File: config.mk
export PLATFORM = sky130hd
export DESIGN_NAME = imem_loader
export DESIGN_NICKNAME = d
export VERILOG_FILES = /design/src/rtl/imem_loader.sv
export SDC_FILE = /design/constraint.sdc
export NUM_CORES = 1
export LEC_CHECK = 0
export BUFFER_PORTS_ARGS = -buffer_cell sky130_fd_sc_hd__clkbuf_2
export CAP_MARGIN = 20
export CORE_MARGIN = 2
export CORE_UTILIZATION = 46
export DETAILED_ROUTE_END_ITERATION = 10
export PLACE_DENSITY_LB_ADDON = 0.12
export SLEW_MARGIN = 30
export SYNTH_ARGS = -nofsm -noshare
export SYNTH_HDL_FRONTEND = slang
export SYNTH_SLANG_ARGS = --single-unit
File: constraint.sdc
create_clock -name clk -period 3.47 [get_ports clk]
set_clock_uncertainty 0.2 [all_clocks]
set_input_delay 0.5205 -clock clk [delete_from_list [all_inputs] [get_ports clk]]
set_output_delay 0.5205 -clock clk [all_outputs]
set_load 0.02 [all_outputs]
File: src/rtl/imem_loader.sv
// Boot-time instruction memory loader: receives a length-prefixed, checksummed
// byte stream and writes it to instruction memory one 32-bit word at a time.
module imem_loader #(
  parameter logic [31:0] BASE_ADDR      = 32'h0000_0000,
  parameter int unsigned MAX_WORDS      = 1024,
  parameter int unsigned TIMEOUT_CYCLES = 1_000_000
) (
  input  logic        clk,
  input  logic        rst_n,
  input  logic        start,
  input  logic        rx_valid,
  input  logic [7:0]  rx_data,
  output logic        rx_ready,
  output logic        mem_we,
  output logic [31:0] mem_addr,
  output logic [31:0] mem_wr_data,
  output logic        busy,
  output logic        done,
  output logic        error
);

  localparam int unsigned WIDX_W = $clog2(MAX_WORDS + 1);
  localparam int unsigned TO_W   = $clog2(TIMEOUT_CYCLES + 1);

  typedef enum logic [2:0] {
    S_IDLE, S_HDR, S_DATA, S_CSUM, S_DONE, S_ERR
  } state_t;

  state_t              r_state, w_state_nxt;
  logic [1:0]          r_bcnt, w_bcnt_nxt;
  logic [23:0]         r_shift, w_shift_nxt;
  logic [31:0]         r_nwords, w_nwords_nxt;
  logic [WIDX_W-1:0]   r_widx, w_widx_nxt;
  logic [7:0]          r_csum, w_csum_nxt;
  logic [TO_W-1:0]     r_tocnt, w_tocnt_nxt;
  logic                r_rx_ready, w_rx_ready_nxt;
  logic                r_mem_we, w_mem_we_nxt;
  logic [31:0]         r_mem_addr, w_mem_addr_nxt;
  logic [31:0]         r_mem_wr_data, w_mem_wr_data_nxt;
  logic                r_busy, w_busy_nxt;
  logic                r_done, w_done_nxt;
  logic                r_error, w_error_nxt;
  logic                w_accept;
  logic [31:0]         w_word;

  assign w_accept = rx_valid && r_rx_ready;
  // Bytes arrive LSB first, so the newest byte lands in the top lane.
  assign w_word   = {rx_data, r_shift};

  always_ff @(posedge clk or negedge rst_n) begin
    if (!rst_n) begin
      r_state       <= S_IDLE;
      r_bcnt        <= '0;
      r_shift       <= '0;
      r_nwords      <= '0;
      r_widx        <= '0;
      r_csum        <= '0;
      r_tocnt       <= '0;
      r_rx_ready    <= 1'b0;
      r_mem_we      <= 1'b0;
      r_mem_addr    <= BASE_ADDR;
      r_mem_wr_data <= '0;
      r_busy        <= 1'b0;
      r_done        <= 1'b0;
      r_error       <= 1'b0;
    end else begin
      r_state       <= w_state_nxt;
      r_bcnt        <= w_bcnt_nxt;
      r_shift       <= w_shift_nxt;
      r_nwords      <= w_nwords_nxt;
      r_widx        <= w_widx_nxt;
      r_csum        <= w_csum_nxt;
      r_tocnt       <= w_tocnt_nxt;
      r_rx_ready    <= w_rx_ready_nxt;
      r_mem_we      <= w_mem_we_nxt;
      r_mem_addr    <= w_mem_addr_nxt;
      r_mem_wr_data <= w_mem_wr_data_nxt;
      r_busy        <= w_busy_nxt;
      r_done        <= w_done_nxt;
      r_error       <= w_error_nxt;
    end
  end

  always_comb begin
    w_state_nxt       = r_state;
    w_bcnt_nxt        = r_bcnt;
    w_shift_nxt       = r_shift;
    w_nwords_nxt      = r_nwords;
    w_widx_nxt        = r_widx;
    w_csum_nxt        = r_csum;
    w_tocnt_nxt       = r_tocnt;
    w_mem_we_nxt      = 1'b0;
    w_mem_addr_nxt    = r_mem_addr;
    w_mem_wr_data_nxt = r_mem_wr_data;

    case (r_state)
      S_IDLE, S_DONE, S_ERR: begin
        if (start) begin
          w_state_nxt = S_HDR;
          w_bcnt_nxt  = '0;
          w_widx_nxt  = '0;
          w_csum_nxt  = '0;
          w_tocnt_nxt = '0;
        end
      end
      S_HDR, S_DATA, S_CSUM: begin
        if (w_accept) begin
          w_tocnt_nxt = '0;
          w_shift_nxt = w_word[31:8];
          w_bcnt_nxt  = r_bcnt + 2'd1;
          if (r_state == S_HDR && r_bcnt == 2'd3) begin
            w_nwords_nxt = w_word;
            if (w_word > 32'(MAX_WORDS))  w_state_nxt = S_ERR;
            else if (w_word == 32'd0)     w_state_nxt = S_CSUM;
            else                          w_state_nxt = S_DATA;
          end else if (r_state == S_DATA) begin
            w_csum_nxt = r_csum + rx_data;
            if (r_bcnt == 2'd3) begin
              w_mem_we_nxt      = 1'b1;
              w_mem_wr_data_nxt = w_word;
              w_mem_addr_nxt    = BASE_ADDR + (32'(r_widx) << 2);
              w_widx_nxt        = r_widx + WIDX_W'(1);
              if (32'(r_widx) + 32'd1 == r_nwords) w_state_nxt = S_CSUM;
            end
          end else if (r_state == S_CSUM) begin
            w_state_nxt = (rx_data == r_csum) ? S_DONE : S_ERR;
          end
        end else if (r_tocnt == TO_W'(TIMEOUT_CYCLES - 1)) begin
          w_state_nxt = S_ERR;
        end else begin
          w_tocnt_nxt = r_tocnt + TO_W'(1);
        end
      end
      default: w_state_nxt = S_IDLE;
    endcase

    // Status outputs are registered from the next state so they track it exactly.
    w_busy_nxt     = (w_state_nxt == S_HDR) || (w_state_nxt == S_DATA) ||
                     (w_state_nxt == S_CSUM);
    w_done_nxt     = (w_state_nxt == S_DONE);
    w_error_nxt    = (w_state_nxt == S_ERR);
    w_rx_ready_nxt = w_busy_nxt && !w_mem_we_nxt;
  end

  assign rx_ready    = r_rx_ready;
  assign mem_we      = r_mem_we;
  assign mem_addr    = r_mem_addr;
  assign mem_wr_data = r_mem_wr_data;
  assign busy        = r_busy;
  assign done        = r_done;
  assign error       = r_error;

endmodule

Yosys cells after proc, flatten, opt, wreduce, memory -nomap -nowiden
Index checks and enable logic that the tools add are counted.
- flip-flop bits (word level): 148
- input bits: 12
- output and inout bits: 69
- logic and storage cells: 94
- $add $sub $neg: 5
- magnitude comparators: 1
- eq/ne operators: 20
- mux-type cells: 35
- bitwise operators: 1
- reductions and logical operators: 18
- operators by type and width (kind ; count):
    $mux 20 ; 3
    $mux 11 ; 5
    $pmux 20 s2 ; 1
    $eq 12x32->1 ; 1
    $gt 32x11->1 const B ; 1
    $logic_not 32->1 ; 1
    $mux 8 ; 4
    $mux 3 ; 9
    $pmux 11 s2 ; 1
    $add 20x1->20 const B ; 1
    $eq 20x20->1 const B ; 1
    $pmux 8 s2 ; 1
    $add 11x1->12 const B ; 1
    $eq 3x2->1 const B ; 4
    $eq 3x3->1 const B ; 4
    $add 11x1->11 const B ; 1
    $ne 2x2->1 const B ; 5
    $reduce_and 5->1 ; 2
    $reduce_and 3->1 ; 3
    $add 8x8->8 ; 1
    $eq 8x8->1 ; 1
    $mux 1 ; 7
    $eq 3x1->1 const B ; 2
    $pmux 3 s2 ; 1
    14 further kinds ; 19

Longest topological paths before layout
Gate-level depths: netlist of run 1.
- depth after elaboration: 12
- mapped depth: 9
- depth with buffers taken out: 9

Worst setup path after synthesis of run 1
Ideal clock, no wire load.
- path type: flip-flop to flip-flop
- from: register r_tocnt[6]
- to: register r_tocnt[2]
- setup time: 0.133 ns
- arrival time: 2.190 ns
- required time: 3.137 ns
- slack: 0.947 ns
- cell stages (with the launch flop): 8
- buffers on the path: 1
- clock period less this slack: 2.523 ns
- cell sequence: dfrtp_1 buf_6 or4b_1 or4_4 or3_1 and3_2 xnor2_1 nor2_1
- longest elaborated chain between the ends: 3
- RTL lines (element ; RTL line ; text):
    start, declared ; 35 ; logic [TO_W-1:0] r_tocnt, w_tocnt_nxt;
    start signal, assigned ; 73 ; r_tocnt <= w_tocnt_nxt;
    $eq 20x20->1 ; 128 ; end else if (r_tocnt == TO_W'(TIMEOUT_CYCLES - 1)) begin
    $ne 3x3->1 (no source line) ; - ;
    $reduce_and 3->1 (no source line) ; - ;
Every way passes these cells.
A chain may end at the register's enable or synchronous reset.

Worst setup path in the final report of run 1
- from: register r_tocnt[7]
- to: register r_tocnt[5]
The elaborated chain is that of the path after synthesis.

==> results of run 1 <==
-- cell type report --
type	instances	share of cell area, %
Inverter	17	0.786
Clock inverter	10	1.62
Timing Repair Buffer	74	5.44
Tap cell	188	2.90
Multi-Input combinational cell	556	38.1
Clock buffer	22	5.59
Sequential cell	148	45.6
-- metrics by stage --
| stage | cell area (µm²) | util, % | hold slack, ns | cells | setup WS (ns) |
|---|---|---|---|---|---|
| after global placement | 7530 | 49.7 | 0.259 | 982 | 0.621 |
| after floorplan | 7200 | - | 0.0249 | 781 | 0.947 |
| after detailed placement | 7530 | 49.7 | 0.266 | 982 | 0.608 |
| final | 8120 | 53.6 | 0.192 | 1015 | 0.586 |
| after CTS | 8120 | 53.6 | 0.180 | 1015 | 0.569 |
| after global routing | 8120 | 53.6 | 0.195 | 1015 | 0.411 |
-- power by group through the flow --
| stage | registers [µW] | clock network, µW | logic [µW] |
|---|---|---|---|
| finish | 2390 | 1820 | 1140 |
| global route | 2440 | 1940 | 1280 |
| CTS | 2390 | 1870 | 1150 |
| detailed placement | 2410 | 0 | 1150 |
| global placement | 2400 | 0 | 1110 |
| floorplan | 2280 | 0 | 894 |
-- state kept, by name, summed over array words and instances, names as in the netlist, 3 cells and up --
register and cells:
r_tocnt 20, r_state 3, r_shift 24, mem_addr 11, r_nwords 32, r_csum 8, mem_wr_data 32, r_widx 11
-- critical path: cells and delay by family (launching register included) --
family / cells / cell delay [ns]
DFF: 1 / 0.43
buffers and inverters: 1 / 0.27
xor gates and xnor gates: 1 / 0.15
AOI/OAI and AO/OA: 1 / 0.54
and+or+nand+nor: 4 / 1.17
-- layout by cell type (no fill, tap or decap), types with 16 or more instances in the layout --
cell type,count
nand3_1,22
nor3_1,16
dfrtp_1,148
xnor2_1,20
nor2_1,40
o21ai_0,43
inv_1,16
conb_1,21
clkbuf_16,17
mux2_2,30
nand2_1,228
clkbuf_2,58
-- logic make-up after synthesis --
logic type                 count (synthesis)
and+or+nand+nor                          367
DFF                                      148
AOI/OAI and AO/OA                        100
buffers and inverters                     77
muxes                                     32
xor gates and xnor gates                  25
adders and majority gates                 11
other                                      1
-- per-layer routing --
metal / global-route usage (%) / vias up / routed length, µm
li1: - / 2650 / -
met1: 27.8 / 2680 / 7420
met2: 32.7 / 102 / 7570
met3: 4.41 / 16 / 605
met4: 6.14 / 0 / 192
met5: 0 / - / 0
-- worst paths after layout --
check / startpoint / endpoint / slack [ns]
hold / removal: rx_data[0] / mem_wr_data[24] / 0.19
min in group asynchronous: rst_n / mem_addr[5] / 0.42
setup reg to reg: r_tocnt[7] / r_tocnt[5] / 0.59
setup / recovery: r_tocnt[7] / r_tocnt[5] / 0.59
max in group asynchronous: rst_n / r_nwords[21] / 1.84
hold reg to reg: mem_addr[12] / mem_addr[12] / 0.27
-- timing repair --
item,CTS,global route
hold buffers,1,0
hold endpoints to repair,55,0
buffers inserted,0,0
==> flow_summary.ini, run 1 <==
[pwr]
swShare_pct = 31.4
vdd_drop_max_v = 0.000441
power_frac_comb_pct = 21.3
p_seq_share_pct = 44.6
clockPowerShare_pct = 34.1
finalPower_uw = 5350
power.internal_uw = 3670
leakagePower_uw = 0.00410
power_density_nw_per_um2 = 659
p_switching_uw = 1680

[yosys]
synth_top_family_by_area = simple AND/OR/NAND/NOR gates
yosys_register_bits = 148
synth-xor-area-share_pct = 3.08
syn-mean-instance-area_um2 = 9.36
post-synth-top-count-cell = nand2_1
synth-simple-area-share_pct = 22.8
ys_types = 67
synth_top_cells_by_count = nand2_1 (229), dfrtp_1 (148), o21ai_0 (43), nor2_1 (40), mux2_2 (30)
synth-edff-count = 0
synth.mux.area_fraction_pct = 5.03
synth_compound_area_share_pct = 9.40
synth_cells = 761
synth_top_cell_by_area = dfrtp_1
ys_top_cells_by_area = dfrtp_1 (52%), nand2_1 (12%), mux2_2 (4.7%), o21ai_0 (3.0%), xnor2_1 (2.5%)
yosys_warnings = 0
ys.flop_type = dfrtp_1
synth_top_area_share_pct = 52.0
synthAdderAreaFrac_pct = 2.04
ys_seq_area_share_pct = 52.0
netlist_area_um2 = 7120
async_flop_share_pct = 100

[clocking]
cts-resized-gates = 0
clk_pin_slew_ns = 0.06
clock_path_buffers = 2
numCtsBuffers = 17
cts-root-buf = clkbuf_16
cts_tree = yes
cts_sinks = 148
clkLatencyLatePin_ns = 0.42
cts_max_level = 4

[critical_path]
critPathLaunchType = register
cp_data_required_time_ns = 3.58
worst-setup-path-type = reg -> reg
slowest_delay_ns = 0.54
worstPathCellList = or4b_1 -> or4_4 -> o31ai_4 -> buf_4 -> nor3_1 -> xnor2_1 -> nor2_1
crit_arrival_ns = 2.99
end_kind = register
reg2reg_depth = 7
critPathSlowestCell = or4_4
crit_fanout = 14

[global_route]
grt_usage_pct = 20.3
grt_pass1_wl_um = 26300
grt_antenna_before_repair = 0
grt_max_degree = 61
overflow = 0
grt_pass1_vias = 5235

[route]
dr.pass1.iters = 5
drt-initial-drc-count = 409
wl_per_cell_um = 15.6
ant_nets = 0
vias_per_cell = 5.37
num_vias = 5448
finalWirelength_um = 15800
post-route-drc-count = 0

[sta]
hold_violations = 0
setup-violations-final = 0
fmax_mhz = 347
fin_tns_setup_ns = 0
slew_headroom_pct = 40.0
period_share_pct = 83.1
drv_slew = 0
finalCriticalPeriod_ns = 2.88
worst_pin_slew_ns = 0.878
rsz0062_at_grt = false

[die]
fp.dieArea_um2 = 16500
dieHeight_um = 128
start_util_pct = 47.0
core_area_um2 = 15100
fp.dieW_um = 128
pin_count = 81
num_rows = 45

[layout]
drive_above_1_share_pct = 17.4
fin_nets = 837
area_delta_synth_final_pct = 14.1
multi_input_area_um2 = 3090
n_antenna_cell = 0
regArea_um2 = 3700
num-fill-cells = 1355

[place]
gp_congestion = 0.894
io_buffers = 59
dpl.hpwl_um = 10800

[status]
status = complete, no violations

[hold_path]
hp-class = in -> reg
min_path_cells = 3

[flow_run]
maxCapViolCount = 0
No activity file was read; power rests on OpenSTA's default activity.
==> run 2: changes to the inputs <==
--- a/config.mk
+++ b/config.mk
@@ -5,6 +5,7 @@
 export SDC_FILE = /design/constraint.sdc
 export NUM_CORES = 1
 export LEC_CHECK = 0
+export ABC_AREA = 1
 export BUFFER_PORTS_ARGS = -buffer_cell sky130_fd_sc_hd__clkbuf_2
 export CAP_MARGIN = 20
 export CORE_MARGIN = 2
==> constraint.sdc (replaced) <==
create_clock -name clk -period 2.6 [get_ports clk]
set_clock_uncertainty 0.2 [all_clocks]
set_input_delay 0.39 -clock clk [delete_from_list [all_inputs] [get_ports clk]]
set_output_delay 0.39 -clock clk [all_outputs]
set_load 0.02 [all_outputs]
==> run 2 against run 1 <==
Compared with the run above: core utilization is 0.39 points lower; synthesized cell count is 11% higher; area after synthesis is 3.4% higher; sequential share of layout area is 1.5 points lower; register-to-register slack worse by 0.38 ns.
==> flow_summary.ini, run 2 <==
[global_route]
grt_usage_pct = 20.7
grt_pass1_wl_um = 27300
grt_max_degree = 65
grt_antenna_before_repair = 0
grt_pass1_vias = 5481
overflow = 0

[route]
drt-initial-drc-count = 420
wl_per_cell_um = 13.9
post-route-drc-count = 0
num_vias = 5655
finalWirelength_um = 15900
vias_per_cell = 4.96
ant_nets = 0
dr.pass1.iters = 5

[status]
status = complete, no violations

[sta]
timing.hold.ws_ns = 0.0576
fmax_mhz = 418
rsz0062_at_grt = false
drv_slew = 0
fin_tns_setup_ns = 0
slew_headroom_pct = 60.7
setup-violations-final = 0
hold_violations = 0
worst_pin_slew_ns = 0.590
period_share_pct = 92.0
finalCriticalPeriod_ns = 2.39

[critical_path]
slowest_delay_ns = 0.43
crit_buf_inv = 5
cp_top_family = simple AND/OR/NAND/NOR gates
crit_fanout = 34
critPathSlowestCell = dfrtp_1
reg2reg_depth = 14
worst-setup-path-type = reg -> reg
cp_data_required_time_ns = 2.75
ff2ff_setup_slack_ns = 0.21
r2r_end = mem_wr_data[4]
worstPathCellList = nor2_4 -> inv_2 -> nand2_4 -> inv_6 -> nor2_8 -> inv_4 -> nand2_1 -> nor2_2 -> o21ai_4 -> nor2_8 -> inv_6 -> buf_12 -> nand2_1 -> o21ai_2
end_kind = register
crit_arrival_ns = 2.54
critPathLaunchType = register
r2r_start = r_state[2]

[yosys]
ys_types = 46
ys_seq_area_share_pct = 50.3
synth_cells = 846
async_flop_share_pct = 100
ys.flop_type = dfrtp_1
synth_top_cell_by_area = dfrtp_1
synth-edff-count = 0
synth_top_area_share_pct = 50.3
yosys_register_bits = 148
ys_top_cells_by_area = dfrtp_1 (50%), nand2_1 (10%), o21ai_2 (5.0%), inv_1 (4.4%), o21ai_0 (4.3%)
netlist_area_um2 = 7360
synth_top_cells_by_count = nand2_1 (201), dfrtp_1 (148), inv_1 (87), o21ai_0 (64), nor2_1 (62)
post-synth-top-count-cell = nand2_1
syn-mean-instance-area_um2 = 8.71
yosys_warnings = 0

[clocking]
clock_path_buffers = 2
cts_max_level = 4
cts_tree = yes
cts_sinks = 148
clk_pin_slew_ns = 0.06
cts_setup_buffers = 0
clkLatencyLatePin_ns = 0.43
cts-root-buf = clkbuf_16
numCtsBuffers = 17

[hold_path]
hold_path_end = r_shift[21]
worstHoldStart = rx_data[5]
min_path_cells = 3
hp-class = in -> reg

[die]
num_rows = 46
start_util_pct = 46.7
fp.dieArea_um2 = 17000
fp.dieW_um = 131
pin_count = 81
dieHeight_um = 131
core_area_um2 = 15800

[place]
gp_congestion = 0.873
placed_cells = 1106
io_buffers = 59
dpl.hpwl_um = 11800

[layout]
final_common_cell = nand2_1
fin_nets = 933
mostFrequentLayoutCells = nand2_1 (201), dfrtp_1 (148), inv_1 (87), o21ai_0 (64), nor2_1 (61)
num-fill-cells = 1509
area_delta_synth_final_pct = 14.0
n_antenna_cell = 0
stdcell_count = 1139
drive_above_1_share_pct = 20.9

[pwr]
power_density_nw_per_um2 = 1190
leakagePower_uw = 0.00402
vdd_drop_max_v = 0.000602

[flow_run]
maxCapViolCount = 0
==> run 2: kinds of logic after synthesis <==
kind of cell    synth area share, %
buf+inv                        9.91
simple gates                   22.1
flops                          50.3
other cells                  0.0509
compound gates                 14.6
fa+ha+maj                      1.97
xor+xnor                       1.07
==> run 2: repair_timing <==
item,CTS,global route
hold buffers,1,0
endpoints found under the hold margin,59,0
setup endpoints to repair,0,4
resized for setup,0,3
==> run 2: worst register-to-register path, delay by kind of cell (launching register included) <==
| family | cells | cell delay (ns) |
|---|---|---|
| and+or+nand+nor | 7 | 0.81 |
| buffers and inverters | 5 | 0.73 |
| DFF | 1 | 0.43 |
| AOI/OAI and AO/OA | 2 | 0.15 |
==> run 2: worst max path at each step <==
stage | from | end | slack, ns | cells after the start
after CTS | r_state[0] | mem_wr_data[4] | 0.21 | 15
final | r_state[2] | mem_wr_data[4] | 0.21 | 14
after global routing | r_widx[0] | rx_ready | 0.04 | 15
after global placement | r_widx[0] | error | 0.23 | 13
after detailed placement | r_state[2] | r_widx[3] | 0.23 | 13
after floorplan | rx_data[0] | r_csum[6] | 0.57 | 12
==> run 2: area by class of cell <==
type | count | area [µm²] | share of cell area, %
clock buffer | 23 | 478 | 5.69
timing repair buffer | 69 | 417 | 4.96
multi-input combinational | 568 | 3020 | 36.0
tap | 216 | 270 | 3.22
sequential | 148 | 3700 | 44.1
clock inverter | 9 | 95.1 | 1.13
inverter | 106 | 410 | 4.89
==> run 2: per-stage QoR <==
stage	worst slack (ns)	total power, µW	util, %	area [µm²]
6_report	0.208	10000	53.2	8400
4_1_cts	0.209	10100	53.2	8380
5_1_grt	0.0367	10900	53.2	8400
2_1_floorplan	0.571	6690	-	7440
3_3_place_gp	0.231	7650	49.5	7800
3_5_place_dp	0.226	7740	49.5	7800
==> run 2: power by group <==
group | switching, µW | total (µW) | internal [µW]
combinational | 2620 | 3940 | 1320
clock | 960 | 2360 | 1400
sequential | 560 | 3720 | 3160
total | 4140 | 10000 | 5890
==> run 2: layer usage <==
layer	global-route usage (%)	up-vias	wire, µm
met4	8.07	0	293
met1	28.8	2661	7470
met2	32.1	162	7410
met5	0	-	0
li1	-	2811	-
met3	4.32	21	686
==> run 3: changes to the inputs <==
==> constraint.sdc (replaced) <==
create_clock -name clk -period 3 [get_ports clk]
set_clock_uncertainty 0.2 [all_clocks]
set_input_delay 0.45 -clock clk [delete_from_list [all_inputs] [get_ports clk]]
set_output_delay 0.45 -clock clk [all_outputs]
set_load 0.02 [all_outputs]
==> run 3 against run 2 <==
Compared with the run above: core utilization fell by 0.11 points; sequential share of layout area grew 0.092 points; clock-buffer cell count unchanged; combinational power fell by 13%; critical endpoint is now mem_addr[8]; clock power fell by 12%; fmax shrank 3.8%; global-route usage about the same; setup slack better by 0.31 ns; register-to-register slack improved by 0.31 ns; first-iteration DRC count up 21%; largest power group unchanged; sequential cell count stayed put.
==> flow_summary.ini, run 3 (synthesis gave the netlist of run 2 again) <==
[hold_path]
hp-class = in -> reg
min_path_cells = 3

[clocking]
clock_path_buffers = 2
cts-root-buf = clkbuf_16
clk_pin_slew_ns = 0.06
cts_sinks = 148
cts_tree = yes
cts_max_level = 4
numCtsBuffers = 17
clkLatencyLatePin_ns = 0.42

[layout]
stdcell_area_um2 = 8380
drive_above_1_share_pct = 20.3
mostFrequentLayoutCells = nand2_1 (201), dfrtp_1 (148), inv_1 (87), o21ai_0 (64), nor2_1 (61)
fin_nets = 931
area_delta_synth_final_pct = 13.8
final_common_cell = nand2_1
num-fill-cells = 1506
n_antenna_cell = 0

[route]
drt-initial-drc-count = 509
num_vias = 5647
ant_nets = 0
post-route-drc-count = 0
wl_met3_um = 581
finalWirelength_um = 16200
wl_per_cell_um = 14.3
wl_met1_um = 7900
top_layer = met4
vias_per_cell = 4.97
dr_wl_met2_um = 7510
dr.pass1.iters = 5

[sta]
slew_headroom_pct = 56.1
fin_tns_setup_ns = 0
period_share_pct = 82.9
finalCriticalPeriod_ns = 2.49
hold_violations = 0
drv_slew = 0
worst_pin_slew_ns = 0.659
setup-violations-final = 0
rsz0062_at_grt = false
fmax_mhz = 402

[place]
dpl_cell_area_um2 = 7800
dpl.hpwl_um = 11800
io_buffers = 59
gp_congestion = 0.890

[global_route]
grt_max_degree = 71
grt_pass1_vias = 5522
grt_usage_pct = 20.7
grt_antenna_before_repair = 0
overflow = 0
grt_pass1_wl_um = 27400

[critical_path]
crit_fanout = 37
critPathLaunchType = register
crit_arrival_ns = 2.63
cp_data_required_time_ns = 3.14
worst-setup-path-type = reg -> reg
reg2reg_depth = 15
end_kind = register

[die]
dieHeight_um = 131
num_rows = 46
fp.dieW_um = 131
core_area_um2 = 15800
pin_count = 81
fp.dieArea_um2 = 17000
start_util_pct = 46.7

[pwr]
vdd_drop_max_v = 0.000481
leakagePower_uw = 0.00401
power_density_nw_per_um2 = 1040

[status]
status = complete, no violations

[flow_run]
maxCapViolCount = 0
## run 3: cell types whose count changed in the layout (fill, tap and decap cells not counted), sizes merged
cell / before / now
inv: 107 / 104
clkinvlp: 1 / 2
bufinv: 1 / 2
buf: 10 / 8
## run 3: worst max-delay path, cell delays in order (launching register included)
cell,delay (ns)
dfrtp_1,0.42
inv_2,0.08
nor2_4,0.17
inv_2,0.07
nand2_4,0.10
inv_6,0.08
nor2_8,0.20
inv_4,0.07
nand2_1,0.08
nor2_2,0.05
o21ai_4,0.10
nor2_8,0.08
inv_6,0.28
buf_4,0.28
nand2_1,0.08
o21ai_2,0.05
## run 3: layout make-up
cell class	instances	area [µm²]	area share, %
clock buffer	23	468	5.59
clock inverter	8	103	1.22
inverter	106	410	4.90
multi-input combinational	568	3010	35.9
sequential	148	3700	44.2
tap	216	270	3.23
timing repair buffer	67	414	4.94
## run 3: per-stage QoR
stage / util (%) / hold WS, ns / total power [µW] / worst slack (ns) / cells
after global placement: 49.4 / 0.264 / 6650 / 0.531 / 1104
after floorplan: - / -0.0456 / 5800 / 0.911 / 866
after global routing: 53.1 / 0.142 / 9430 / 0.340 / 1136
after CTS: 53.1 / 0.112 / 8840 / 0.510 / 1136
final: 53.1 / 0.127 / 8740 / 0.514 / 1136
after detailed placement: 49.4 / 0.269 / 6720 / 0.524 / 1104
## run 3: final timing paths
path                       slack [ns]         from              to
setup / recovery                 0.51   r_state[0]     mem_addr[8]
hold / removal                   0.13   rx_data[3]     r_shift[19]
setup reg to reg                 0.51   r_state[0]     mem_addr[8]
hold reg to reg                  0.28  mem_addr[9]     mem_addr[9]
max in group asynchronous        1.50        rst_n       r_csum[6]
min in group asynchronous        0.41        rst_n  mem_wr_data[7]
## run 3: repair_timing
action	in CTS	in global routing
buffers inserted	0	0
endpoints found under the hold margin	68	0
gates resized for setup	0	0
hold buffers	1	0
## run 3: power breakdown
| part | leakage, µW | internal [µW] | switching (µW) |
|---|---|---|---|
| registers | 0.00193 | 2740 | 488 |
| clock network | 0.000273 | 1260 | 811 |
| logic | 0.00181 | 1140 | 2290 |
## run 3: layer usage
layer / track usage [%] / vias to the layer above
li1: - / 2825
met1: 28.7 / 2673
met2: 32.8 / 125
met3: 4.48 / 24
met4: 6.70 / 0
met5: 0 / -
